$ cat src/rtl/dpram_port_arb_pkg.sv
// Shared constants and state encoding for the port-B arbiter of the
// instruction/data dual-port RAM.
package dpram_port_arb_pkg;

    localparam string ARB_RR    = "RR";
    localparam string ARB_FIXED = "FIXED";

    localparam int WEM_W = 4;

    typedef enum logic [1:0] {
        ST_IDLE = 2'd0,
        ST_RSP  = 2'd1,
        ST_HOLD = 2'd2
    } state_e;

endpackage

$ cat src/rtl/dpram_port_arb_if.sv
// One bus master's request/response channel into the port-B arbiter.
interface dpram_port_arb_if
    import dpram_port_arb_pkg::*;
#(
    parameter int ADDR_W = 11,
    parameter int DATA_W = 32
) ();

    logic              req_vld;
    logic              req_rdy;
    logic              we;
    logic [WEM_W-1:0]  wem;
    logic [ADDR_W-1:0] addr;
    logic [DATA_W-1:0] wdata;
    logic              rsp_vld;
    logic              rsp_rdy;
    logic [DATA_W-1:0] rdata;

    modport master (
        output req_vld, we, wem, addr, wdata, rsp_rdy,
        input  req_rdy, rsp_vld, rdata
    );

    modport slave (
        input  req_vld, we, wem, addr, wdata, rsp_rdy,
        output req_rdy, rsp_vld, rdata
    );

endinterface

$ cat src/rtl/rr_arb2.sv
// Two-requester arbiter: round-robin on last accepted grant, or fixed
// priority to requester 0 when FIXED is set.
module rr_arb2 #(
    parameter bit FIXED = 1'b0
) (
    input  logic       clk,
    input  logic       rst_n,
    input  logic [1:0] req,
    input  logic       accept,
    output logic [1:0] gnt
);

    // 1 = requester 1 won last, so requester 0 takes the first tie.
    logic last_q, last_d;

    always_comb begin
        gnt = 2'b00;
        if (FIXED) begin
            if (req[0])      gnt = 2'b01;
            else if (req[1]) gnt = 2'b10;
        end else begin
            case (req)
                2'b01:   gnt = 2'b01;
                2'b10:   gnt = 2'b10;
                2'b11:   gnt = last_q ? 2'b01 : 2'b10;
                default: gnt = 2'b00;
            endcase
        end
    end

    always_comb begin
        last_d = last_q;
        if (accept) last_d = gnt[1];
    end

    always_ff @(posedge clk or negedge rst_n) begin
        if (!rst_n) last_q <= 1'b1;
        else        last_q <= last_d;
    end

endmodule

$ cat src/rtl/dpram_port_arb.sv
// Shares RAM port B between the core LSU (m0) and the debug/DMA loader (m1),
// tracking the 1-cycle read latency and holding responses under back-pressure.
module dpram_port_arb
    import dpram_port_arb_pkg::*;
#(
    parameter int    ADDR_W   = 11,
    parameter int    DATA_W   = 32,
    parameter string ARB_MODE = ARB_RR
) (
    input  logic               clk,
    input  logic               rst_n,
    dpram_port_arb_if.slave    m0,
    dpram_port_arb_if.slave    m1,
    output logic               ram_en,
    output logic               ram_we,
    output logic [WEM_W-1:0]   ram_wem,
    output logic [ADDR_W-1:0]  ram_addr,
    output logic [DATA_W-1:0]  ram_din,
    input  logic [DATA_W-1:0]  ram_dout
);

    localparam bit FIXED = (ARB_MODE == ARB_FIXED);

    logic [1:0]              req_vld, rsp_rdy, we;
    logic [1:0][WEM_W-1:0]   wem;
    logic [1:0][ADDR_W-1:0]  addr;
    logic [1:0][DATA_W-1:0]  wdata;
    logic [1:0]              gnt, req_rdy, rsp_vld;
    logic [1:0][DATA_W-1:0]  rdata;

    state_e              state_q, state_d;
    logic                owner_q, owner_d;
    logic                is_wr_q, is_wr_d;
    logic [DATA_W-1:0]   hold_q, hold_d;

    logic                can_acc, accept, owner_rdy, win;
    logic [DATA_W-1:0]   rsp_data;

    assign req_vld = {m1.req_vld, m0.req_vld};
    assign rsp_rdy = {m1.rsp_rdy, m0.rsp_rdy};
    assign we      = {m1.we,      m0.we};
    assign wem     = {m1.wem,     m0.wem};
    assign addr    = {m1.addr,    m0.addr};
    assign wdata   = {m1.wdata,   m0.wdata};

    assign m0.req_rdy = req_rdy[0];
    assign m1.req_rdy = req_rdy[1];
    assign m0.rsp_vld = rsp_vld[0];
    assign m1.rsp_vld = rsp_vld[1];
    assign m0.rdata   = rdata[0];
    assign m1.rdata   = rdata[1];

    assign owner_rdy = rsp_rdy[owner_q];
    assign win       = gnt[1];

    rr_arb2 #(.FIXED(FIXED)) u_arb (
        .clk    (clk),
        .rst_n  (rst_n),
        .req    (req_vld),
        .accept (accept),
        .gnt    (gnt)
    );

    // Acceptance and RAM drive; reset gates req_rdy so all outputs drop at once.
    always_comb begin
        can_acc = 1'b0;
        case (state_q)
            ST_IDLE: can_acc = 1'b1;
            ST_RSP:  can_acc = owner_rdy;
            default: can_acc = 1'b0;
        endcase
        can_acc = can_acc & rst_n;

        req_rdy = gnt & {2{can_acc}};
        accept  = |req_rdy;

        ram_en   = accept;
        ram_we   = 1'b0;
        ram_wem  = '0;
        ram_addr = '0;
        ram_din  = '0;
        if (accept) begin
            ram_we   = we[win];
            ram_wem  = wem[win];
            ram_addr = addr[win];
            ram_din  = wdata[win];
        end
    end

    // RSP reads straight from the RAM output; HOLD reads the captured copy.
    always_comb begin
        rsp_data = '0;
        if (state_q == ST_HOLD) rsp_data = hold_q;
        else if (!is_wr_q)      rsp_data = ram_dout;

        rsp_vld = 2'b00;
        rdata   = '0;
        if (state_q != ST_IDLE) begin
            rsp_vld[owner_q] = 1'b1;
            rdata[owner_q]   = rsp_data;
        end
    end

    always_comb begin
        state_d = state_q;
        owner_d = owner_q;
        is_wr_d = is_wr_q;
        hold_d  = hold_q;

        if (accept) begin
            owner_d = win;
            is_wr_d = we[win];
        end

        case (state_q)
            ST_IDLE: begin
                if (accept) state_d = ST_RSP;
            end
            ST_RSP: begin
                if (owner_rdy) begin
                    state_d = accept ? ST_RSP : ST_IDLE;
                end else begin
                    hold_d  = rsp_data;
                    state_d = ST_HOLD;
                end
            end
            ST_HOLD: begin
                if (owner_rdy) state_d = ST_IDLE;
            end
            default: state_d = ST_IDLE;
        endcase
    end

    always_ff @(posedge clk or negedge rst_n) begin
        if (!rst_n) begin
            state_q <= ST_IDLE;
            owner_q <= 1'b0;
            is_wr_q <= 1'b0;
            hold_q  <= '0;
        end else begin
            state_q <= state_d;
            owner_q <= owner_d;
            is_wr_q <= is_wr_d;
            hold_q  <= hold_d;
        end
    end

endmodule

$ cat src/flat_wrapper.sv
// flat-port wrapper written by rule: the top's interface ports become plain ports
module dpram_port_arb_flat import dpram_port_arb_pkg::*;
#(
    parameter int    ADDR_W   = 11,
    parameter int    DATA_W   = 32,
    parameter string ARB_MODE = ARB_RR
)
  (clk, rst_n, ram_en, ram_we, ram_wem, ram_addr, ram_din, ram_dout, m0_req_vld, m0_we, m0_wem, m0_addr, m0_wdata, m0_rsp_rdy, m0_req_rdy, m0_rsp_vld, m0_rdata, m1_req_vld, m1_we, m1_wem, m1_addr, m1_wdata, m1_rsp_rdy, m1_req_rdy, m1_rsp_vld, m1_rdata);
  dpram_port_arb_if #(.ADDR_W(ADDR_W), .DATA_W(DATA_W)) m0_i ();
  dpram_port_arb_if #(.ADDR_W(ADDR_W), .DATA_W(DATA_W)) m1_i ();
  input  logic clk;
  input  logic rst_n;
  output logic ram_en;
  output logic ram_we;
  output logic [WEM_W-1:0] ram_wem;
  output logic [ADDR_W-1:0] ram_addr;
  output logic [DATA_W-1:0] ram_din;
  input  logic [DATA_W-1:0] ram_dout;
  input wire logic [$bits(m0_i.req_vld)-1:0] m0_req_vld;
  input wire logic [$bits(m0_i.we)-1:0] m0_we;
  input wire logic [$bits(m0_i.wem)-1:0] m0_wem;
  input wire logic [$bits(m0_i.addr)-1:0] m0_addr;
  input wire logic [$bits(m0_i.wdata)-1:0] m0_wdata;
  input wire logic [$bits(m0_i.rsp_rdy)-1:0] m0_rsp_rdy;
  output wire logic [$bits(m0_i.req_rdy)-1:0] m0_req_rdy;
  output wire logic [$bits(m0_i.rsp_vld)-1:0] m0_rsp_vld;
  output wire logic [$bits(m0_i.rdata)-1:0] m0_rdata;
  input wire logic [$bits(m1_i.req_vld)-1:0] m1_req_vld;
  input wire logic [$bits(m1_i.we)-1:0] m1_we;
  input wire logic [$bits(m1_i.wem)-1:0] m1_wem;
  input wire logic [$bits(m1_i.addr)-1:0] m1_addr;
  input wire logic [$bits(m1_i.wdata)-1:0] m1_wdata;
  input wire logic [$bits(m1_i.rsp_rdy)-1:0] m1_rsp_rdy;
  output wire logic [$bits(m1_i.req_rdy)-1:0] m1_req_rdy;
  output wire logic [$bits(m1_i.rsp_vld)-1:0] m1_rsp_vld;
  output wire logic [$bits(m1_i.rdata)-1:0] m1_rdata;
  assign m0_i.req_vld = m0_req_vld;
  assign m0_i.we = m0_we;
  assign m0_i.wem = m0_wem;
  assign m0_i.addr = m0_addr;
  assign m0_i.wdata = m0_wdata;
  assign m0_i.rsp_rdy = m0_rsp_rdy;
  assign m0_req_rdy = m0_i.req_rdy;
  assign m0_rsp_vld = m0_i.rsp_vld;
  assign m0_rdata = m0_i.rdata;
  assign m1_i.req_vld = m1_req_vld;
  assign m1_i.we = m1_we;
  assign m1_i.wem = m1_wem;
  assign m1_i.addr = m1_addr;
  assign m1_i.wdata = m1_wdata;
  assign m1_i.rsp_rdy = m1_rsp_rdy;
  assign m1_req_rdy = m1_i.req_rdy;
  assign m1_rsp_vld = m1_i.rsp_vld;
  assign m1_rdata = m1_i.rdata;
  dpram_port_arb #(.ADDR_W(ADDR_W), .DATA_W(DATA_W), .ARB_MODE(ARB_MODE)) u_core (.clk(clk), .rst_n(rst_n), .m0(m0_i), .m1(m1_i), .ram_en(ram_en), .ram_we(ram_we), .ram_wem(ram_wem), .ram_addr(ram_addr), .ram_din(ram_din), .ram_dout(ram_dout));
endmodule
$ cat config.mk
export PLATFORM = sky130hd
export DESIGN_NAME = dpram_port_arb_flat
export DESIGN_NICKNAME = d
export VERILOG_FILES = /design/src/rtl/dpram_port_arb_pkg.sv /design/src/rtl/dpram_port_arb_if.sv /design/src/rtl/rr_arb2.sv /design/src/rtl/dpram_port_arb.sv /design/src/flat_wrapper.sv
export SDC_FILE = /design/constraint.sdc
export NUM_CORES = 1
export LEC_CHECK = 0
export ABC_CLOCK_PERIOD_IN_PS = 1700
export CAP_MARGIN = 20
export CELL_PAD_IN_SITES_DETAIL_PLACEMENT = 0
export CELL_PAD_IN_SITES_GLOBAL_PLACEMENT = 1
export CORE_MARGIN = 2
export CORE_UTILIZATION = 20
export CTS_CLUSTER_DIAMETER = 50
export CTS_CLUSTER_SIZE = 20
export DETAILED_ROUTE_END_ITERATION = 8
export PLACE_DENSITY = 0.85
export SYNTH_ARGS = -nofsm -noshare
export SYNTH_HDL_FRONTEND = slang
export SYNTH_SLANG_ARGS = --single-unit
$ cat constraint.sdc
create_clock -name clk -period 1.7 [get_ports clk]
set_clock_uncertainty 0.2 [all_clocks]
set_input_delay 0.34 -clock clk [delete_from_list [all_inputs] [get_ports clk]]
set_output_delay 0.34 -clock clk [all_outputs]
set_load 0.1 [all_outputs]
==> metrics <==
Hold Path Sink u_core.state_q[0]$_DFFE_PN0P_; flop-to-flop setup slack -150 ps; DRT Pass-1 Iters 4; Root Driver clkbuf_16; peak supply drop 0.8077 mV; endpoints failing hold 0; width of the die 131.7 um; # setup viols final approximately 150; routed via count 4344; cell area after layout 10320 um2; TritonCTS Buffers 5; asr flop ratio synth between 90% and 100%; fillers 1098; count of input and output buffers 250; most common cell in the synthesized netlist nor2_1; initial antenna violation count 2; most instantiated cells after synthesis nor2_1, nand2_1, a21oi_1, nand3_1, dfrtp_1; Layout Utilization 64.75%; largest cells by area after synthesis dfrtp_1, mux2_4, mux2i_1; Cell variety after synth 29; post-DR wirelength/cell slightly below 20 um; Hold Path Class in2reg; crit path DAT 1830 ps; FP Rows 46; Ant. Diodes 0; Power Density 1312 nW/um2; Syn Std Cell Area 3263 um2; YS warnings 0; Main synth FF type dfrtp_1; Reg2Reg Depth 5; switching pwr between 6000 and 7000 uW; Total Routing Usage GR 19.27%; total I/O pin count 251; r2r startpoint u_core.owner_q$_DFFE_PN0P_; final wirelength 18640 um; sequential power share 11.4%; Syn Nets 543; worst skew pair latency 280 ps; clock tree sinks 37; FF-to-FF End u_core.hold_q[30]$_DFFE_PN0P_; sequential fraction of the synthesis area 28.41%; crit end category output pin; GPL Wtd Cong between 0.9 and 1; vias in the first global route 4806; hold_sp rst_n; HPWL Detailed 12900 um; RSZ-0062 raised after global routing yes; sum of negative setup slack -69750 ps; first-pass GRT wire length 27000 um; Die H roughly 130 um; outcome finished, violations left; slew at the pin with the worst max-slew slack between 400 and 500 ps; failing checks negative setup slack; layout cells sized above 1 between 60% and 70%; Pleak 0.003875 uW; largest area contributor in the netlist dfrtp_1; post-DR vias/cell 4.616; Area growth syn-to-layout 216.4%; EDFF count, synth 0; Final ANT Viol Nets 0; CTS tree done; Starting Density 20.47%; Avg Synthesized Cell Area approximately 8.0 um2; Setup WS post-layout -672.9 ps; DRC Markers 0; Clk pwr share 8.1%; Comb pwr share between 80% and 90%; fin nets 858; post-synth top area share between 20 and 30%; CP required 1160 ps; die area 17350 um2; Cells after Synth roughly 400; Period minus WS final 2373 ps; crit path launch type flop; largest net degree at the start of global routing 38; fmax 421.4 MHz; Final Hold Slack 314.9 ps; hold-critical path depth 4; max-slew violations 0; CP Max Fanout 7; fin crit share 139.6%; Pint 6642 uW; initial drt markers 94; Rel. slew slack 67.35%; Setup CP Type reg2out; worst slack at placement -725.0 ps; Overflow after GRT 0; clock buffer depth 2; Core Box Area 15940 um2; Worst-path clk slew 60 ps; Synth Register Bits 37; number of H-tree levels 2; Post-DP Area 9080 um2; sw frac 50.96%; maxcap violations 0
-- registers in the layout, indices dropped and copies added (netlist names) --
name                 count
u_core.is_wr_q           1
u_core.u_arb.last_q      1
u_core.hold_q           32
u_core.owner_q           1
u_core.state_q           2
-- power by group through the flow --
stage	Sequential [uW]	Clock, uW	Combinational [uW]
6_report	1540	1100	10900
5_1_grt	1570	1160	11300
4_1_cts	1480	1130	10300
3_5_place_dp	1440	0	9750
3_3_place_gp	1430	0	9600
2_1_floorplan	1400	0	6150
-- cell type report --
type | count | area (um2) | share of cell area, %
repair buffers | 347 | 4990 | 48.33
clock buffers | 6 | 138.9 | 1.345
well taps | 216 | 270.3 | 2.618
flip-flops and latches | 37 | 927.1 | 8.981
inverters | 5 | 26.28 | 0.2545
multi-input cells | 328 | 3934 | 38.10
clock inverters | 2 | 37.54 | 0.3636
-- worst max-delay path by stage --
stage,startpoint,to,cells past startpoint
6_report,u_core.u_arb.last_q$_DFFE_PN1P_,ram_addr[4],5
5_1_grt,u_core.u_arb.last_q$_DFFE_PN1P_,ram_addr[4],5
4_1_cts,u_core.state_q[0]$_DFFE_PN0P_,m1_rdata[11],7
3_5_place_dp,m1_req_vld,ram_din[15],6
3_3_place_gp,m1_req_vld,ram_addr[7],6
2_1_floorplan,u_core.owner_q$_DFFE_PN0P_,m0_req_rdy,5
-- per-layer routing --
layer  vias to the layer above  track usage, %  part of all wire, %
met5                         -               0                 0.14
met1                      2073           22.00                   36
met3                        35           6.421                  8.6
met2                       209           34.44                   52
li1                       2023               -                    -
met4                         4           5.193                  2.8
-- worst max-delay path, cell delays in order, from the launching register on --
cell	delay (ps)
dfstp_2	550
a21bo_4	230
buf_6	180
nand3_1	160
a21oi_4	230
buf_12	190
-- logic make-up after synthesis --
logic type,after synthesis,synth area share [%]
AO/OA/AOI/OAI,62,10.81
buffers and inverters,45,7.477
flip-flops,37,28.41
multiplexers,65,25.00
AND/OR/NAND/NOR,200,28.30
-- through the flow --
| step | cells | total power (uW) |
|---|---|---|
| after floorplan | 409 | 7543 |
| after global routing | 941 | 13980 |
| after detailed placement | 915 | 11190 |
| after global placement | 915 | 11030 |
| after CTS | 936 | 12870 |
| final | 941 | 13540 |
-- cell usage in the layout, fill, tap and decap left out, types with 6 or more instances in the layout --
| cell | netlist | final |
|---|---|---|
| buf_8 | 0 | 7 |
| buf_12 | 0 | 140 |
| clkdlybuf4s50_1 | 0 | 128 |
| nand3_2 | 0 | 23 |
| buf_6 | 7 | 9 |
| mux2_4 | 30 | 30 |
| dfrtp_1 | 36 | 36 |
| buf_16 | 0 | 6 |
| nand2_2 | 0 | 12 |
| buf_4 | 4 | 45 |
| nand3_1 | 48 | 20 |
| a21oi_4 | 0 | 48 |
| nand2_1 | 49 | 21 |
| mux2i_4 | 1 | 32 |
| nor2b_1 | 33 | 30 |
| clkbuf_16 | 0 | 11 |
| nand2_4 | 0 | 16 |
| nor2_4 | 0 | 64 |
-- repair_timing --
action | in CTS | in global routing
hold buffers | 1 | 0
pin swaps | 14 | 55
gates resized for setup | 47 | 99
endpoints found under the hold margin | 36 | 0
setup buffers | 7 | 4
endpoints found under the setup margin | 150 | 150
cloned | 5 | 8
Power figures use the tool's default switching activity.
